===== src/rtl/hex_input_editor_pkg.sv =====
// Shared constants and types for the hex input editor: button lanes,
// increment modes and the per-cycle digit operation.
package hex_input_editor_pkg;

  // Bit positions of the four raw buttons.
  localparam int BTN_UP  = 0;
  localparam int BTN_DN  = 1;
  localparam int BTN_INC = 2;
  localparam int BTN_DEC = 3;

  // Increment modes: wrap inside the selected nibble, or carry/borrow
  // through the whole register.
  localparam int CARRY_NIBBLE = 0;
  localparam int CARRY_WORD   = 1;

  // Digit operation resolved from the increment/decrement events.
  typedef enum logic [1:0] {
    OP_NONE = 2'd0,
    OP_INC  = 2'd1,
    OP_DEC  = 2'd2
  } digit_op_e;

endpackage


===== src/rtl/hex_input_editor_btn_debounce.sv =====
// One button lane: 2-flop synchroniser, counting debouncer, press pulse and
// optional auto-repeat. After reset the lane stays disarmed until it has seen
// a debounced low, so a button held through reset never produces an event.
module btn_debounce #(
  parameter int DB_CYC  = 16,
  parameter int REP_DLY = 0,
  parameter int REP_PER = 1
) (
  input  logic clk,
  input  logic rst,
  input  logic raw_i,
  output logic press_o
);

  localparam int DBW   = (DB_CYC > 1) ? $clog2(DB_CYC) : 1;
  localparam int RMAX  = (REP_DLY > REP_PER) ? REP_DLY : REP_PER;
  localparam int RW    = $clog2(RMAX + 1);

  logic [1:0]     sync_q;
  logic           level_q, level_d;
  logic           arm_q, arm_d;
  logic [DBW-1:0] cnt_q, cnt_d;
  logic           press_q, press_d;
  logic [RW-1:0]  rep_cnt_q, rep_cnt_d;
  logic           rep_first_q, rep_first_d;

  // Debounce, arming, press detection and repeat timing.
  always_comb begin
    // NOTE: every variable gets a default first so no path leaves it unassigned (no latch).
    level_d     = level_q;
    arm_d       = arm_q;
    cnt_d       = cnt_q;
    press_d     = 1'b0;
    rep_cnt_d   = rep_cnt_q;
    rep_first_d = rep_first_q;

    if (!arm_q) begin
      // Wait for DB_CYC consecutive low samples before accepting presses.
      if (sync_q[1]) begin
        cnt_d = '0;
      end else if (cnt_q == DBW'(DB_CYC - 1)) begin
        arm_d = 1'b1;
        cnt_d = '0;
      end else begin
        cnt_d = cnt_q + DBW'(1);
      end
    end else if (sync_q[1] == level_q) begin
      cnt_d = '0;
    end else if (cnt_q == DBW'(DB_CYC - 1)) begin
      level_d = sync_q[1];
      cnt_d   = '0;
      press_d = sync_q[1];
    end else begin
      cnt_d = cnt_q + DBW'(1);
    end

    if (REP_DLY > 0) begin
      // Repeat only while the level stays high across this edge.
      if (!(level_q && level_d)) begin
        rep_cnt_d   = '0;
        rep_first_d = 1'b1;
      end else if (rep_cnt_q == (rep_first_q ? RW'(REP_DLY - 1) : RW'(REP_PER - 1))) begin
        press_d     = 1'b1;
        rep_cnt_d   = '0;
        rep_first_d = 1'b0;
      end else begin
        rep_cnt_d = rep_cnt_q + RW'(1);
      end
    end
  end

  // Lane state registers, all returned to the released state on reset.
  always_ff @(posedge clk or posedge rst) begin
    if (rst) begin
      sync_q      <= '0;
      level_q     <= 1'b0;
      arm_q       <= 1'b0;
      cnt_q       <= '0;
      press_q     <= 1'b0;
      rep_cnt_q   <= '0;
      rep_first_q <= 1'b1;
    end else begin
      // NOTE: non-blocking assignments so every flop samples pre-edge values.
      sync_q      <= {sync_q[0], raw_i};
      level_q     <= level_d;
      arm_q       <= arm_d;
      cnt_q       <= cnt_d;
      press_q     <= press_d;
      rep_cnt_q   <= rep_cnt_d;
      rep_first_q <= rep_first_d;
    end
  end

  assign press_o = press_q;

endmodule


===== src/rtl/hex_input_editor.sv =====
// Hex register editor: four debounced buttons move a digit cursor and
// increment/decrement the selected digit of one of NCH registers, with a
// parallel load path that takes priority over button edits.
module hex_input_editor
  import hex_input_editor_pkg::*;
#(
  parameter int NCH     = 2,
  parameter int W       = 32,
  parameter int DB_CYC  = 16,
  parameter int REP_DLY = 0,
  parameter int REP_PER = 1,
  parameter int CARRY   = CARRY_NIBBLE,
  parameter logic [NCH*W-1:0] INIT = {32'h12345678, 32'h87654321},
  localparam int CW = (NCH > 1) ? $clog2(NCH) : 1,
  localparam int ND = W / 4,
  localparam int DW = (ND > 1) ? $clog2(ND) : 1
) (
  input  logic             clk,
  input  logic             rst,
  input  logic [3:0]       btn,
  input  logic             edit_en,
  input  logic [CW-1:0]    ch_sel,
  input  logic             load,
  input  logic [W-1:0]     load_data,
  output logic [NCH*W-1:0] data,
  output logic [DW-1:0]    cursor,
  output logic [ND-1:0]    blink,
  output logic             upd
);

  logic [3:0]              ev;
  logic                    ch_ok;
  digit_op_e               op;
  logic [NCH-1:0][W-1:0]   data_q, data_d;
  logic [DW-1:0]           cursor_q, cursor_d;
  logic                    upd_q, upd_d;

  for (genvar i = 0; i < 4; i++) begin : g_btn
    // Only the digit buttons auto-repeat; cursor buttons never do.
    btn_debounce #(
      .DB_CYC (DB_CYC),
      .REP_DLY((i == BTN_INC || i == BTN_DEC) ? REP_DLY : 0),
      .REP_PER(REP_PER)
    ) u_db (
      .clk    (clk),
      .rst    (rst),
      .raw_i  (btn[i]),
      .press_o(ev[i])
    );
  end

  assign ch_ok = (int'(ch_sel) < NCH);

  // Apply one +/-1 step at digit cur, either nibble-local or carrying through the word.
  function automatic logic [W-1:0] step_word(input logic [W-1:0] word,
                                              input logic [DW-1:0] cur,
                                              input logic dec);
    logic [W-1:0] w;
    logic [W-1:0] unit;
    logic [3:0]   nib;
    w    = word;
    unit = W'(1) << {cur, 2'b00};
    nib  = word[{cur, 2'b00} +: 4];
    if (CARRY == CARRY_WORD) begin
      w = dec ? (word - unit) : (word + unit);
    end else begin
      nib = dec ? (nib - 4'd1) : (nib + 4'd1);
      w[{cur, 2'b00} +: 4] = nib;
    end
    return w;
  endfunction

  // Resolve events into cursor moves and register edits; load wins over edits.
  always_comb begin
    op       = OP_NONE;
    data_d   = data_q;
    cursor_d = cursor_q;

    if (edit_en && ch_ok) begin
      if (ev[BTN_INC] && !ev[BTN_DEC])      op = OP_INC;
      else if (ev[BTN_DEC] && !ev[BTN_INC]) op = OP_DEC;
    end

    // Edits use the cursor as it stands before any move in this cycle.
    for (int k = 0; k < NCH; k++) begin
      if (int'(ch_sel) == k) begin
        if (load)                data_d[k] = load_data;
        else if (op != OP_NONE)  data_d[k] = step_word(data_q[k], cursor_q, op == OP_DEC);
      end
    end

    if (edit_en && (ev[BTN_UP] != ev[BTN_DN])) begin
      if (ev[BTN_UP]) cursor_d = (cursor_q == DW'(ND - 1)) ? '0 : cursor_q + DW'(1);
      else            cursor_d = (cursor_q == '0) ? DW'(ND - 1) : cursor_q - DW'(1);
    end

    upd_d = (data_d != data_q);
  end

  // Register file, cursor and update strobe.
  always_ff @(posedge clk or posedge rst) begin
    if (rst) begin
      data_q   <= INIT;
      cursor_q <= '0;
      upd_q    <= 1'b0;
    end else begin
      data_q   <= data_d;
      cursor_q <= cursor_d;
      upd_q    <= upd_d;
    end
  end

  assign data   = data_q;
  assign cursor = cursor_q;
  assign upd    = upd_q;
  assign blink  = edit_en ? (ND'(1) << cursor_q) : '0;

endmodule

===== config.mk =====
export PLATFORM = sky130hd
export DESIGN_NAME = hex_input_editor
export DESIGN_NICKNAME = d
export VERILOG_FILES = /design/src/rtl/hex_input_editor_pkg.sv /design/src/rtl/hex_input_editor_btn_debounce.sv /design/src/rtl/hex_input_editor.sv
export SDC_FILE = /design/constraint.sdc
export NUM_CORES = 1
export LEC_CHECK = 0
export CAP_MARGIN = 40
export CORE_MARGIN = 3
export CORE_UTILIZATION = 39
export DETAILED_ROUTE_END_ITERATION = 6
export GPL_TIMING_DRIVEN = 0
export HOLD_SLACK_MARGIN = 0.03
export PLACE_DENSITY = 0.62
export SETUP_SLACK_MARGIN = 0.4
export SLEW_MARGIN = 15
export SYNTH_ARGS = -nofsm -noshare
export SYNTH_HDL_FRONTEND = slang
export SYNTH_HIERARCHICAL = 1
export SYNTH_SLANG_ARGS = --single-unit

===== constraint.sdc =====
create_clock -name clk -period 4.3 [get_ports clk]
set_input_delay 0.43 -clock clk [delete_from_list [all_inputs] [get_ports clk]]
set_output_delay 0.43 -clock clk [all_outputs]
set_load 0.005 [all_outputs]

==> metrics, run 1 <==
detailed-route wire length 50080 um; worst endpoint required time 4.54 ns; Die X-Extent 153.5 um; Area Growth Syn to Fin 30.13%; number of fill cells 2072; post-synthesis instance total 1037; maxcap violations 0; Final Hold Viols 0; fin crit period 4.537 ns; layout cells sized above 1 0.1529; Clock Tree Buf Depth 2; Final Max Slew Viols 0; # IOs 117; relative slew slack 0.3199; initial antenna violation count 2; # H-tree levels 3; setup ws final -0.2366 ns; fin area 11050 um^2; Post-synth ARST share 1.000; Vias/cell 7.100; Post-synth EDFFs 0; worst min path class reg2reg; clk_lat worst skew 0.38 ns; period utilisation layout 1.055; initial cell density of the core 0.4000; Most Crowded Layer GR met2; DP Area 10130 um^2; nets 1265; Post-Synthesis Net Count 1097; largest net degree at the start of global routing 38; critical setup path kind reg2reg; Tot Pwr 3.618 mW; routability cong. 1.104; DR DRC count 12; register area share after synthesis 0.3104; startpoint types register; Synth Flop Type dfrtp_1; final setup vio count 1; vias in the first global route 10149; routed vias 10557; arrival time worst endpoint 4.78 ns; flop2flop setup slack -0.24 ns; hpwl dp 37090 um; RSZ-0062 raised after global routing yes; met3 GRT Util 0.1703; CP peak stage delay 0.50 ns; Leakage 4.290 nW; first-pass GRT wire length 71260 um; antenna viol nets, final 0; Critical Path Slowest Stage Cell nand4b_1; Critical Path Fanout Max 10; failing checks design-rule violations, negative setup slack; CTS Sinks 104; Hold WS 0.3525 ns; power density over cell area 327.5 nW/um^2; core area 21220 um^2; CTS tree built; 1st-pass router iterations 7; worst hold start g_btn[2].u_db/sync_q[0]; Critical Path Sink Type register; Setup TNS -0.2366 ns; post-synth cell types 91; drt initial violations 1796; Worst path most repeated cell buf_12; clock transition at the registers of the reported paths 0.08 ns; Die ar. 23570 um^2; status finished with violations; # rows 53; IO Port Bufs 116; chip height 153.5 um; met2 Use GR 0.5670; DR WL/cell 33.68 um; GRT Util Overall 0.4108; fmax 220.4 MHz; CTS root buffer clkbuf_16; critical path launch point cursor[0]; crit-path cells buf_8, buf_12, buf_12, buf_12, inv_1, ha_1, ha_1, clkbuf_4, nor2b_1, nand4b_1, nor2_1, a21oi_1, o311ai_0, or4_4, a2111oi_4, o211a_1, nand4_1; Syn. warnings 6; worst-margin pin slew 1.016 ns; skew final 0.007229 ns; maximum VDD drop 0.0002294 V; #FFs+latches synth 104; Mapped Area 8488 um^2; met1 Use GR 0.5283; cts bufs inserted 9; RR Startpoint cursor[0]; Congestion Overflow GR 0; Avg Cell Area, Syn 8.185 um^2
[per-layer routing]
metal,wire length (um),up-vias
li1,-,4277
met1,18380,5016
met2,19800,1002
met3,7821,258
met4,4009,4
met5,76,-
[final timing paths]
check | end | cells after the start
setup reg to reg | upd | 17
min in group asynchronous | g_btn[2].u_db/level_q | 2
max in group asynchronous | data[57] | 3
setup / recovery | upd | 17
hold / removal | g_btn[2].u_db/sync_q[1] | 0
hold reg to reg | g_btn[2].u_db/sync_q[1] | 0
[placed cells by master (no fill, tap or decap), drive strengths merged, types with 6 or more instances in the layout]
cell type	instances
o2111ai	8
nor2	80
nor2b	9
or4	11
nand3	19
o31ai	11
xnor2	17
and2	11
clkdlybuf4s50	116
nor3b	15
nand2b	22
clkbuf	54
nor3	20
o221ai	9
o311ai	6
dfrtp	78
a31oi	20
xor2	11
mux4	10
mux2i	17
o21ai	85
nand4	21
o22ai	26
and3	13
a311oi	8
a22oi	57
dfstp	26
nand2	97
inv	64
ha	17
or3	7
nor4	13
a21oi	57
buf	64
[what timing repair did]
action,in CTS,in global routing
gates resized for setup,50,39
setup endpoints to repair,60,48
setup buffers,18,8
pin swaps,14,12
hold buffers,0,0
cloned,2,0
[power by group]
part           total, mW  internal [mW]  switching, mW
combinational       1.34          0.575          0.765
clock              0.887          0.419          0.469
sequential          1.39           1.11          0.284
[logic make-up (layout without fill, tap and decap cells)]
family / Yosys count / count (layout) / share of synthesized area
adders and majority gates: 19 / 19 / 0.02978
other: 0 / 2 / 0
muxes: 32 / 32 / 0.05321
buffers and inverters: 132 / 305 / 0.06456
and+or+nand+nor: 362 / 362 / 0.2245
AOI/OAI and AO/OA: 360 / 360 / 0.2877
DFF: 104 / 104 / 0.3104
xor gates and xnor gates: 28 / 28 / 0.02978
[layout make-up]
class                   instances  area (um^2)  share of cell area
well taps                     275        344.1             0.03115
diodes                          2        5.005           0.0004531
clock buffers                   9        225.2             0.02039
clock inverters                 7        86.33            0.007816
inverters                      62        239.0             0.02164
repair buffers                157         1544              0.1398
plain buffers                  70        412.9             0.03738
flip-flops and latches        104         2639              0.2389
multi-input cells             801         5550              0.5025
[flip-flops by register name, summed over array words and instances, names as in the netlist]
signal,flops
cursor,3
data,64
g_btn.u_db/arm_q,4
g_btn.u_db/cnt_q,16
g_btn.u_db/level_q,4
g_btn.u_db/press_o,4
g_btn.u_db/sync_q,8
upd,1
[critical path: cells and delay by family, from the launching register on]
kind                       cells  cell delay [ns]
buffers and inverters          6             0.80
DFF                            1             0.44
and+or+nand+nor                5             1.50
adders and majority gates      2             0.45
AOI/OAI and AO/OA              4             1.19
[cell usage after synthesis, types with 5 or more instances]
cell | n | area share
and3_1 | 13 | 0.0096
buf_2 | 12 | 0.0071
clkbuf_1 | 45 | 0.020
nor3_1 | 19 | 0.011
mux4_2 | 10 | 0.027
o31ai_1 | 11 | 0.0097
o2111ai_1 | 8 | 0.0083
dfrtp_1 | 78 | 0.23
or3_1 | 7 | 0.0052
and2_1 | 11 | 0.0081
nand2b_1 | 22 | 0.016
a21o_1 | 5 | 0.0044
nand4_1 | 21 | 0.015
o21ai_0 | 82 | 0.048
nor4_1 | 13 | 0.0096
mux2i_1 | 17 | 0.020
dfstp_2 | 26 | 0.080
xnor2_1 | 17 | 0.018
xor2_1 | 10 | 0.010
or4_1 | 11 | 0.0097
o221ai_1 | 9 | 0.0093
nand2_1 | 96 | 0.042
a311oi_1 | 8 | 0.0083
a221oi_1 | 5 | 0.0052
a22o_1 | 5 | 0.0052
a32oi_1 | 5 | 0.0052
inv_1 | 59 | 0.026
nor2_1 | 78 | 0.034
o311ai_0 | 5 | 0.0052
nand3_1 | 18 | 0.011
nand3b_1 | 5 | 0.0044
o22ai_1 | 26 | 0.019
nor3b_1 | 14 | 0.012
a31oi_1 | 20 | 0.015
buf_1 | 6 | 0.0027
a21oi_1 | 56 | 0.033
o41ai_1 | 5 | 0.0052
nand4b_1 | 5 | 0.0052
a22oi_1 | 57 | 0.050
ha_1 | 17 | 0.025
nor2b_1 | 9 | 0.0066
[through the flow]
step / util / instances / worst slack (ns)
finish: 0.5205 / 1487 / -0.2366
global route: 0.5203 / 1485 / -0.3172
CTS: 0.5108 / 1475 / -0.09591
detailed placement: 0.4773 / 1439 / -0.8843
global placement: 0.4723 / 1428 / -2.241
floorplan: - / 1037 / 0.4365
(Power assumes the default switching activity.)
==> inputs of run 2 (changes only) <==
==> constraint.sdc (replaced) <==
create_clock -name clk -period 4.3 [get_ports clk]
set_input_delay 1.075 -clock clk [delete_from_list [all_inputs] [get_ports clk]]
set_output_delay 1.075 -clock clk [all_outputs]
set_load 0.005 [all_outputs]
==> run 2 against run 1 <==
  * The run ends with negative setup slack left
  * Utilization barely moved
  * Sequential power about the same
  * Maximum frequency decreased by 0.76%
  * Global-route usage up 0.11 points
  * Non-clock buffer count down 3
  * Flip-flop and latch count stayed put
  * Critical path depth fell by 5
  * Die area unchanged
  * Combinational power is essentially flat
  * Via count is 0.22% higher
  * Largest power group unchanged
  * Cell count down 0.20%
  * Clock skew up 0.0016 ns
==> metrics, run 2 (synthesis gave the netlist of run 1 again) <==
# H-tree levels 3 (unchanged); # IOs 117 (unchanged); Area Growth Syn to Fin 30.23% (was 30.13%); Final Max Slew Viols 0 (unchanged); drt initial violations 1865 (was 1796); Tot Pwr 3.589 mW (was 3.618 mW); power density over cell area 324.7 nW/um^2 (was 327.5 nW/um^2); status finished with violations (unchanged); routed vias 10580 (was 10557); clk_lat worst skew 0.38 ns (about the same); Die ar. 23570 um^2 (unchanged); Die X-Extent 153.5 um (unchanged); chip height 153.5 um (unchanged); fmax 218.8 MHz (was 220.4 MHz); dpl cells 1439 (unchanged); DR DRC count 0 (was 12); number of fill cells 2071 (was 2072); Worst R2R End upd (unchanged); end of the worst hold path g_btn[2].u_db/sync_q[1] (unchanged); 1st-pass router iterations 7 (unchanged); layout cells sized above 1 0.1649 (was 0.1529); met2 Use GR 0.5784 (was 0.5670); Post-Layout Cell Count 1484 (was 1487); hpwl dp 37090 um (unchanged); period utilisation layout 1.063 (was 1.055); worst endpoint required time 4.54 ns (about the same); hold path depth 0 (unchanged); critical setup path kind in2reg (was reg2reg); final core occ 0.5209 (was 0.5205); skew final 0.008833 ns (was 0.007229 ns); IO Port Bufs 116 (unchanged); worst-margin pin slew 0.9624 ns (was 1.016 ns); startpoint types primary input (was register); Vias/cell 7.129 (was 7.100); R2R depth 18 (was 17); Clock Tree Buf Depth 2 (unchanged); met1 Use GR 0.5281 (was 0.5283); Most Crowded Layer GR met2 (unchanged); largest net degree at the start of global routing 38 (unchanged); most frequent cells in the layout clkdlybuf4s50_1, nand2_1, o21ai_0 (unchanged); maxcap violations 0 (unchanged); detailed-route wire length 50050 um (was 50080 um); failing checks negative setup slack (was design-rule violations, negative setup slack); GRT Util Overall 0.4118 (was 0.4108); relative slew slack 0.3560 (was 0.3199); worst hold start g_btn[2].u_db/sync_q[0] (unchanged); DR WL/cell 33.73 um (was 33.68 um); Final Hold Viols 0 (unchanged); maximum VDD drop 0.0002365 V (was 0.0002294 V); Congestion Overflow GR 0 (unchanged); RR Startpoint cursor[0] (unchanged); CTS root buffer clkbuf_16 (unchanged); Leakage 4.324 nW (was 4.290 nW); critical path launch point load (was cursor[0]); RSZ-0062 raised after global routing yes (unchanged); routability cong. 1.104 (unchanged); nets 1262 (was 1265); first-pass GRT wire length 71480 um (was 71260 um); antenna viol nets, final 0 (unchanged); setup ws final -0.2711 ns (was -0.2366 ns); fin crit period 4.571 ns (was 4.537 ns); # rows 53 (unchanged); met3 GRT Util 0.1700 (was 0.1703); worst min path class reg2reg (unchanged); Critical Path Fanout Max 10 (unchanged); arrival time worst endpoint 4.81 ns (was 4.78 ns); CTS Sinks 104 (unchanged); most common cell after layout, fill and taps aside clkdlybuf4s50_1 (unchanged); final setup vio count 1 (unchanged); max FFs per register 64 (unchanged); Setup TNS -0.2711 ns (was -0.2366 ns); cts bufs inserted 9 (unchanged); flop2flop setup slack -0.21 ns (was -0.24 ns); core area 21220 um^2 (unchanged); initial cell density of the core 0.4000 (unchanged); clock transition at the registers of the reported paths 0.08 ns (about the same); initial antenna violation count 2 (unchanged); vias in the first global route 10247 (was 10149); Critical Path Sink Type register (unchanged); CTS tree built (unchanged)
-- run 2: changes by cell type in the layout (fill, tap and decap cells not counted), moves of 2 or more --
cell,before,now
buf_4,35,37
clkbuf_1,31,17
buf_1,3,1
buf_6,5,3
clkbuf_4,2,6
clkbuf_2,11,19
-- run 2: where the power goes --
group | internal, mW | switching (mW)
Clock | 0.419 | 0.473
Sequential | 1.11 | 0.285
Combinational | 0.556 | 0.749
Total | 2.08 | 1.51
-- run 2: worst max-delay path, cell delays in order --
cell,delay (ns)
clkdlybuf4s50_1,0.74
buf_4,0.33
clkbuf_2,0.37
clkbuf_2,0.34
buf_4,0.31
nand2_1,0.17
o2111ai_1,0.14
o21ai_0,0.35
a221oi_2,0.41
o31ai_1,0.17
nor4_4,0.26
nand4_1,0.12
-- run 2: repair_timing --
item,in CTS,in global routing
endpoints found under the setup margin,71,47
buffers inserted,23,2
cloned,2,0
pin swaps,17,8
hold buffers,0,0
gates resized for setup,79,36
-- run 2: worst max-delay path by stage --
stage | endpoint | slack [ns] | cells past startpoint
after floorplan | upd | 0.44 | 17
after global placement | upd | -2.24 | 14
after detailed placement | upd | -1.37 | 13
after CTS | upd | -0.04 | 18
after global routing | upd | -0.24 | 18
final | upd | -0.27 | 12
-- run 2: area by class of cell --
type                       count  area (um^2)  share of cell area
clock inverter                 7        86.33            0.007810
inverter                      62        237.7             0.02151
multi-input combinational    801         5530              0.5003
tap                          275        344.1             0.03113
clock buffer                   9        225.2             0.02037
antenna                        2        5.005           0.0004527
buffer                        70        478.0             0.04324
timing repair buffer         154         1509              0.1365
sequential                   104         2639              0.2387
-- run 2: stage by stage --
step / worst slack (ns) / hold WS (ns) / instance area (um^2)
after global routing: -0.2430 / 0.3701 / 11050
after CTS: -0.04496 / 0.3545 / 10950
final: -0.2711 / 0.3526 / 11050
after detailed placement: -1.374 / 0.3347 / 10130
after floorplan: 0.4365 / 0.3312 / 8518
after global placement: -2.241 / 0.3314 / 10020
-- run 2: layer usage --
metal  part of all wire  vias to the layer above
met5                  0                        -
met4              0.079                        0
met3               0.16                      264
met2               0.40                      982
met1               0.37                     5064
li1                   -                     4270
==> inputs of run 3 (changes only) <==
--- a/config.mk
+++ b/config.mk
@@ -9,4 +9,5 @@
 export CORE_MARGIN = 3
 export CORE_UTILIZATION = 39
+export CTS_CLUSTER_DIAMETER = 120
 export DETAILED_ROUTE_END_ITERATION = 6
 export GPL_TIMING_DRIVEN = 0
==> constraint.sdc (replaced) <==
create_clock -name clk -period 4.3 [get_ports clk]
set_input_delay 1.075 -clock clk [delete_from_list [all_inputs] [get_ports clk]]
set_output_delay 1.075 -clock clk [all_outputs]
set_load 0.02 [all_outputs]
==> run 3 against run 2 <==
  * Worst hold slack worse by 0.0020 ns
  * Flip-flop and latch count unchanged
  * Clock skew up 0.012 ns
  * Highest routed layer is now met5
  * First-iteration DRC count up 0.70%
  * The run ends with design-rule violations, negative setup slack left
  * Sequential share of layout area down 0.41 points
  * Total power up 7.8%
  * Utilization up 0.99 points
  * Largest power group is now combinational cells
  * Routed wire length up 7.6%
  * Via count up 1.2%
  * Cell area up 1.9%
==> metrics, run 3 (synthesis gave the netlist of run 1 again) <==
layout cells sized above 1 0.1874 (was 0.1649); Vias/cell 7.128 (was 7.129); most frequent cells in the layout clkdlybuf4s50_1, nand2_1, o21ai_0 (unchanged); maxcap violations 0 (unchanged); chip height 153.5 um (unchanged); met1 Use GR 0.5838 (was 0.5281); Leakage 4.470 nW (was 4.324 nW); DP Area 10170 um^2 (was 10130 um^2); CTS Sinks 104 (unchanged); Setup TNS -0.2284 ns (was -0.2711 ns); Clock Tree Buf Depth 2 (unchanged); worst endpoint required time 4.55 ns (was 4.54 ns); detailed-route wire length 53830 um (was 50050 um); drt initial violations 1878 (was 1865); Final Max Slew Viols 0 (unchanged); Area Growth Syn to Fin 32.71% (was 30.23%); clk_lat worst skew 0.38 ns (about the same); fmax 220.8 MHz (was 218.8 MHz); worst-margin pin slew 0.9295 ns (was 0.9624 ns); status finished with violations (unchanged); final core occ 0.5308 (was 0.5209); power density over cell area 343.3 nW/um^2 (was 324.7 nW/um^2); # IOs 117 (unchanged); hpwl dp 40040 um (was 37090 um); antenna viol nets, final 0 (unchanged); largest net degree at the start of global routing 37 (was 38); fin crit period 4.528 ns (was 4.571 ns); relative slew slack 0.3780 (was 0.3560); IO Port Bufs 116 (unchanged); nets 1282 (was 1262); core area 21220 um^2 (unchanged); routability cong. 1.056 (was 1.104); failing checks design-rule violations, negative setup slack (was negative setup slack); worst min path class reg2reg (unchanged); met2 Use GR 0.6338 (was 0.5784); cts bufs inserted 9 (unchanged); worst hold start g_btn[0].u_db/sync_q[0] (was g_btn[2].u_db/sync_q[0]); setup ws final -0.2284 ns (was -0.2711 ns); CTS tree built (unchanged); Critical Path Fanout Max 8 (was 10); final setup vio count 1 (unchanged); Worst R2R End upd (unchanged); # H-tree levels 3 (unchanged); GRT Util Overall 0.4482 (was 0.4118); maximum VDD drop 0.0002125 V (was 0.0002365 V); startpoint types register (was primary input); skew final 0.02103 ns (was 0.008833 ns); most common cell after layout, fill and taps aside clkdlybuf4s50_1 (unchanged); post-cts hold buffer count 0 (unchanged); Final Hold Viols 0 (unchanged); Die ar. 23570 um^2 (unchanged); Critical Path Sink Type register (unchanged); period utilisation layout 1.053 (was 1.063); max FFs per register 64 (unchanged); DR DRC count 2 (was 0); CTS root buffer clkbuf_16 (unchanged); first-pass GRT wire length 76270 um (was 71480 um); vias in the first global route 10177 (was 10247); Critical Path End upd (unchanged); R2R depth 17 (was 18); clock transition at the registers of the reported paths 0.10 ns (was 0.08 ns); critical path launch point cursor[0] (was load); arrival time worst endpoint 4.78 ns (was 4.81 ns); critical setup path kind reg2reg (was in2reg); fin area 11260 um^2 (was 11050 um^2); routed vias 10706 (was 10580); met3 GRT Util 0.1652 (was 0.1700); Most Crowded Layer GR met2 (unchanged); RR Startpoint cursor[0] (unchanged); 1st-pass router iterations 7 (unchanged); # rows 53 (unchanged); diode count 0 (was 2); RSZ-0062 raised after global routing yes (unchanged); Congestion Overflow GR 0 (unchanged); flop2flop setup slack -0.23 ns (was -0.21 ns); Die X-Extent 153.5 um (unchanged); DR WL/cell 35.84 um (was 33.73 um); initial antenna violation count 1 (was 2); initial cell density of the core 0.4000 (unchanged)
==> run 3: cell count changes in the layout (fill, tap and decap cells not counted), sizes merged <==
| cell | delta |
|---|---|
| buf | +24 |
| bufbuf | -2 |
| clkbuf | -1 |
| clkdlybuf4s15 | -1 |
| clkdlybuf4s50 | -2 |
| clkinv | -2 |
| diode | -2 |
| dlymetal6s2s | +2 |
| inv | +2 |
==> run 3: per-layer routing <==
metal / up-vias / share of wire
met5: - / 0.00024
met4: 2 / 0.082
met3: 254 / 0.14
met2: 997 / 0.40
met1: 5134 / 0.37
li1: 4319 / -
==> run 3: how the worst min path moves through the flow <==
| stage | cells after the start | slack, ns | to |
|---|---|---|---|
| 2_1_floorplan | 0 | 0.33 | g_btn[0].u_db/sync_q[1] |
| 3_3_place_gp | 0 | 0.33 | g_btn[0].u_db/sync_q[1] |
| 3_5_place_dp | 0 | 0.34 | g_btn[2].u_db/sync_q[1] |
| 4_1_cts | 0 | 0.36 | g_btn[2].u_db/sync_q[1] |
| 5_1_grt | 0 | 0.37 | g_btn[3].u_db/sync_q[1] |
| 6_report | 0 | 0.35 | g_btn[0].u_db/sync_q[1] |
==> run 3: report_power, final <==
| part | leakage [nW] | switching [mW] | total, mW | internal (mW) |
|---|---|---|---|---|
| registers | 1.23 | 0.291 | 1.40 | 1.11 |
| clock network | 0.153 | 0.507 | 0.934 | 0.426 |
| logic | 3.09 | 0.914 | 1.54 | 0.622 |
==> run 3: critical path, stage by stage (launching register included) <==
cell	delay, ns
dfrtp_2	0.44
buf_6	0.14
buf_12	0.14
buf_12	0.14
buf_12	0.14
mux4_2	0.33
nand2_1	0.05
and2_4	0.16
fa_2	0.37
buf_4	0.17
xor2_4	0.30
nor4_1	0.11
a21oi_2	0.26
o311ai_2	0.17
or4_4	0.55
a2111oi_4	0.54
o211a_1	0.24
nand4_1	0.12
==> run 3: through the flow <==
stage	setup WS (ns)	std cells	hold WS, ns	power, mW
finish	-0.2284	1502	0.3506	3.868
global route	-0.2407	1502	0.3655	3.944
CTS	-0.03030	1492	0.3585	3.738
detailed placement	-1.551	1441	0.3373	2.660
global placement	-2.618	1428	0.3318	2.648
floorplan	0.4091	1037	0.3312	1.932
==> run 3: layout make-up <==
type / count / area [um^2]
Sequential cell: 104 / 2643
Clock inverter: 7 / 88.84
Fill cell: 2039 / 9956
Tap cell: 275 / 344.1
Multi-Input combinational cell: 801 / 5603
Timing Repair Buffer: 174 / 1644
Inverter: 62 / 237.7
Buffer: 70 / 479.2
Clock buffer: 9 / 225.2
==> run 3: timing repair <==
item	4_1_cts	5_1_grt
pin swaps	21	13
resized for setup	102	29
buffers inserted	35	6
endpoints found under the setup margin	73	33
